**src/rtl/alu_rx_interface.sv**
```systemverilog
// Collects operand A, operand B and an op code from a UART receiver, then sends
// the external ALU result back through the UART transmitter.
module alu_rx_interface #(
    parameter int NB_DATA = 8,
    parameter int NB_OP   = 6,
    parameter int TIMEOUT = 1000000
) (
    input  logic               clock,
    input  logic               reset,
    input  logic               i_rx_done,
    input  logic [NB_DATA-1:0] i_rx_data,
    input  logic [NB_DATA-1:0] i_alu_result,
    input  logic               i_tx_done,
    output logic [NB_DATA-1:0] o_data_a,
    output logic [NB_DATA-1:0] o_data_b,
    output logic [NB_OP-1:0]   o_op,
    output logic               o_tx_start,
    output logic [NB_DATA-1:0] o_tx_data,
    output logic               o_timeout,
    output logic               o_overrun,
    output logic [2:0]         o_state
);

    localparam int CNT_W = (TIMEOUT > 1) ? $clog2(TIMEOUT) : 1;
    localparam logic [CNT_W-1:0] CNT_LAST = CNT_W'(TIMEOUT - 1);

    typedef enum logic [2:0] {
        WAIT_A  = 3'd0,
        WAIT_B  = 3'd1,
        WAIT_OP = 3'd2,
        SEND    = 3'd3,
        WAIT_TX = 3'd4
    } state_t;

    state_t           state, state_nx;
    logic [CNT_W-1:0] idle_cnt, idle_cnt_nx;
    logic             ld_a, ld_b, ld_op, ld_tx;
    logic             tmo_nx, ovr_set;

    always_ff @(posedge clock or negedge reset) begin
        if (!reset) begin
            state    <= WAIT_A;
            idle_cnt <= '0;
        end else begin
            state    <= state_nx;
            idle_cnt <= idle_cnt_nx;
        end
    end

    // Idle counter only runs while waiting for B or OP; every other path clears it.
    always_comb begin
        state_nx    = state;
        idle_cnt_nx = '0;
        ld_a        = 1'b0;
        ld_b        = 1'b0;
        ld_op       = 1'b0;
        ld_tx       = 1'b0;
        tmo_nx      = 1'b0;
        ovr_set     = 1'b0;
        case (state)
            WAIT_A: begin
                if (i_rx_done) begin
                    ld_a     = 1'b1;
                    state_nx = WAIT_B;
                end
            end
            WAIT_B: begin
                if (i_rx_done) begin
                    ld_b     = 1'b1;
                    state_nx = WAIT_OP;
                end else if (idle_cnt == CNT_LAST) begin
                    tmo_nx   = 1'b1;
                    state_nx = WAIT_A;
                end else begin
                    idle_cnt_nx = idle_cnt + CNT_W'(1);
                end
            end
            WAIT_OP: begin
                if (i_rx_done) begin
                    ld_op    = 1'b1;
                    state_nx = SEND;
                end else if (idle_cnt == CNT_LAST) begin
                    tmo_nx   = 1'b1;
                    state_nx = WAIT_A;
                end else begin
                    idle_cnt_nx = idle_cnt + CNT_W'(1);
                end
            end
            SEND: begin
                ld_tx    = 1'b1;
                ovr_set  = i_rx_done;
                state_nx = WAIT_TX;
            end
            WAIT_TX: begin
                ovr_set = i_rx_done;
                if (i_tx_done) state_nx = WAIT_A;
            end
            default: state_nx = WAIT_A;
        endcase
    end

    always_ff @(posedge clock or negedge reset) begin
        if (!reset) begin
            o_data_a   <= '0;
            o_data_b   <= '0;
            o_op       <= '0;
            o_tx_data  <= '0;
            o_tx_start <= 1'b0;
            o_timeout  <= 1'b0;
            o_overrun  <= 1'b0;
        end else begin
            if (ld_a)  o_data_a  <= i_rx_data;
            if (ld_b)  o_data_b  <= i_rx_data;
            if (ld_op) o_op      <= i_rx_data[NB_OP-1:0];
            if (ld_tx) o_tx_data <= i_alu_result;
            o_tx_start <= ld_tx;
            o_timeout  <= tmo_nx;
            o_overrun  <= o_overrun | ovr_set;
        end
    end

    assign o_state = state;

endmodule

```
**config.mk**
```make
export PLATFORM = sky130hd
export DESIGN_NAME = alu_rx_interface
export DESIGN_NICKNAME = d
export VERILOG_FILES = /design/src/rtl/alu_rx_interface.sv
export SDC_FILE = /design/constraint.sdc
export NUM_CORES = 1
export LEC_CHECK = 0
export BUFFER_PORTS_ARGS = -buffer_cell sky130_fd_sc_hd__buf_2
export CORE_MARGIN = 3
export CORE_UTILIZATION = 30
export CTS_BUF_LIST = sky130_fd_sc_hd__clkbuf_16
export DETAILED_ROUTE_END_ITERATION = 16
export MAX_ROUTING_LAYER = met4
export PLACE_DENSITY = 0.48
export SETUP_SLACK_MARGIN = 0.05
export SYNTH_ARGS = -nofsm -noshare
export SYNTH_HDL_FRONTEND = slang
export SYNTH_SLANG_ARGS = --single-unit
```
**constraint.sdc**
```tcl
create_clock -name clock -period 2.07 [get_ports clock]
set_input_delay 0.5175 -clock clock [delete_from_list [all_inputs] [get_ports clock]]
set_output_delay 0.5175 -clock clock [all_outputs]
set_load 0.005 [all_outputs]
```
==> flow_summary_export.csv <==
group,metric,value,unit
status,status,"finished, final reports clean",
routing,initialDrtViolationCount,38,
placed_design,gp_congestion,0.761,
global_route,gr-usage-all-layers,12.1,%
finish,nets,291,
clock_tree,cts-root-buf,"clkbuf_16",
job,maxCapViolCount,0,
critical_path,crit_type,"register to register",
synth,synthesis.instances,207,
floorplanning,start_util,31.5,%
critical_path,critPathBufInv,0,
placed_design,dp_slack,0.106,ns
sta,fin_setup_tns,0,ns
synth,ys_ff_latch,56,
global_route,grt_use_met1,16.1,%
critical_path,crit_path_end_kind,"register",
synth,avgSynthCellArea,11.9,µm²
finish,num_antenna_cells,0,
routing,num_vias,1705,
power,power.leakage,1.39,nW
power,total_power,3.70,mW
placed_design,place_area,2910,µm²
sta,min_period_over_period,85.6,%
critical_path,cp_slowest_stage_delay,0.39,ns
synth,ys_seq_area_share,56.7,%
synth,ys_types,43,
power,ir_drop,0.491,mV
sta,fmax,564,MHz
min_path,hp-class,"primary input to asynchronous set/reset pin",
sta,period_needed,1.77,ns
synth,synthSimpleGateAreaFrac,22.1,%
finish,drive_above_1_share,34.3,%
global_route,antenna_found_initial,0,
synth,synth_compound_area_share,2.38,%
finish,final_util,38.9,%
clock_tree,cts_resized,0,
sta,finClkSkew,0.00852,ns
critical_path,crit_family,"simple AND/OR/NAND/NOR gates",
critical_path,crit_required,2.23,ns
synth,synth_mux_area_share,10.8,%
sta,setup_viol,0,
synth,async_flop_share,100,%
global_route,grt.met2_usage,17.6,%
clock_tree,insertion_delay,0.29,ns
synth,synth_top_flop_cell,"dfrtp_1",
global_route,grt_max_degree,57,
clock_tree,ctsHoldBuffers,0,
clock_tree,htreeDepth,2,
clock_tree,cts_sinks,56,
floorplanning,coreArea,7850,µm²
critical_path,path_cells,"ha_1 > and2_1 > nand4_1 > nor2_1 > o32ai_1",
clock_tree,cts_made_buffers,5,
global_route,grt-busiest-layer,"met2",
routing,totalWireLength,5.19,mm
finish,final_area,3060,µm²
floorplanning,io_pins,56,
placed_design,dpl.cell_count,365,
sta,hold_slack,0.226,ns
global_route,overflow,0,
synth,syn_area,2470,µm²
synth,synth_fa_ha_area_share,0.506,%
placed_design,io_buffers,55,
sta,slew_viol_final,0,
placed_design,dp_hpwl,3.57,mm
sta,rsz0062_at_grt,"no",
global_route,use_met3,3.32,%
routing,dr.pass1.iters,4,
critical_path,path_max_fanout,5,
synth,synth_nets,228,
power,power.density,1210,nW/µm²
critical_path,critPathLaunchType,"register",
synth,yosys.area_share.xor_xnor,5.67,%
floorplanning,fp-row-count,32,
sta,worst_pin_slew,0.364,ns
sta,setup_slack,0.298,ns
sta,slew_headroom,75.4,%
global_route,grt_pass1_vias,1760,
floorplanning,die_w,96.8,µm
floorplanning,die_h,96.8,µm
routing,drc_errors,0,
finish,area_growth,23.5,%
clock_tree,clockBufferDepth,2,
synth,synth_edf_count,0,
synth,yosys_warnings,0,
synth,synth_top_family_by_area,"simple AND/OR/NAND/NOR gates",
routing,ant_nets,0,
critical_path,crit_arrival,1.93,ns
critical_path,slowest_stage,"dfrtp_1",
sta,hold_viol,0,
clock_tree,post_cts_buffers,0,
clock_tree,tritoncts,"built",
clock_tree,clkTransAtPathRegs,0.07,ns
routing,routedWlPerCell,13.9,µm
global_route,grt_pass1_wl,8.97,mm
floorplanning,design.die.area,9370,µm²
routing,avgViaCountPerCell,4.57,
finish,final-instance-count-excl-fill,373,
## cell type report
| cell class | count | area [µm²] |
|---|---|---|
| fillers | 818 | 4790 |
| flip-flops and latches | 56 | 1400 |
| multi-input cells | 142 | 1020 |
| repair buffers | 60 | 338 |
| well taps | 102 | 128 |
| clock buffers | 5 | 125 |
| clock inverters | 3 | 20.0 |
| inverters | 5 | 18.8 |
## power breakdown
| group | leakage (nW) | switching [mW] | internal [mW] |
|---|---|---|---|
| clock network | 0.0712 | 0.396 | 0.447 |
| logic | 0.607 | 0.568 | 0.626 |
| registers | 0.712 | 0.209 | 1.45 |
| total | 1.39 | 1.17 | 2.52 |
## cell families (layout without fill, tap and decap cells)
| group | count (synthesis) | count (layout) |
|---|---|---|
| buf+inv | 9 | 73 |
| flops | 56 | 56 |
| mux | 24 | 24 |
| simple gates | 92 | 92 |
| fa+ha+maj | 1 | 1 |
| compound gates | 9 | 9 |
| xor+xnor | 16 | 16 |
## synth_stat cells, drive strengths merged (2+ instances only)
cell,n,area [µm²]
nor4,6,58.8
a21oi,2,10.0
nor2,24,105
mux2,22,248
nor3,5,30.0
buf,2,12.5
nand4,7,80.1
o21ai,4,23.8
and2,3,18.8
or3,2,12.5
inv,4,15.0
xnor2,11,96.3
mux2i,2,20.0
nand3,6,30.0
dfrtp,56,1400
xor2,5,43.8
nor4b,3,47.5
nand2,30,113
## flip-flops by register name, indices dropped and copies added, names as in the netlist
| register | flops |
|---|---|
| o_tx_start | 1 |
| o_data_b | 8 |
| o_op | 6 |
| idle_cnt | 20 |
| o_state | 3 |
| o_data_a | 8 |
| o_overrun | 1 |
| o_timeout | 1 |
| o_tx_data | 8 |
## routing by layer
layer / vias to the layer above / routed length (µm)
li1: 839 / -
met1: 825 / 2600
met2: 39 / 2310
met3: 2 / 227
met4: 0 / 54
met5: - / 0
## layout by cell type (no fill, tap or decap), types with 2 or more instances in the layout
| cell | count |
|---|---|
| nor4_1 | 4 |
| buf_2 | 55 |
| dfrtp_1 | 56 |
| nand4_4 | 2 |
| mux2_2 | 11 |
| nor3_1 | 4 |
| nand4_1 | 4 |
| xnor2_1 | 11 |
| nor2_4 | 2 |
| buf_4 | 3 |
| mux2i_1 | 2 |
| mux2_1 | 11 |
| a21oi_1 | 2 |
| or3_1 | 2 |
| inv_1 | 4 |
| o21ai_0 | 3 |
| nand2_1 | 30 |
| buf_12 | 2 |
| and2_1 | 3 |
| nor2_1 | 22 |
| nand3_1 | 6 |
| xor2_1 | 5 |
| clkbuf_16 | 5 |
## worst reg2reg max path: stages, from the launching register on
cell	delay, ns
dfrtp_1	0.39
ha_1	0.28
and2_1	0.23
nand4_1	0.23
nor2_1	0.36
o32ai_1	0.15
## worst paths after layout
kind	start	end	slack (ns)	cells after the start
setup reg to reg	idle_cnt[0]$_DFF_PN0_	o_state[1]$_DFFE_PN0P_	0.30	5
min in group clock	i_tx_done	o_state[2]$_DFFE_PN0P_	0.41	2
max in group asynchronous	reset	idle_cnt[7]$_DFF_PN0_	1.60	2
hold / removal	reset	o_data_b[6]$_DFFE_PN0P_	0.23	2
setup / recovery	idle_cnt[0]$_DFF_PN0_	o_state[1]$_DFFE_PN0P_	0.30	5
hold reg to reg	o_tx_data[1]$_DFFE_PN0P_	o_tx_data[1]$_DFFE_PN0P_	0.48	2
Power figures use the tool's default switching activity.
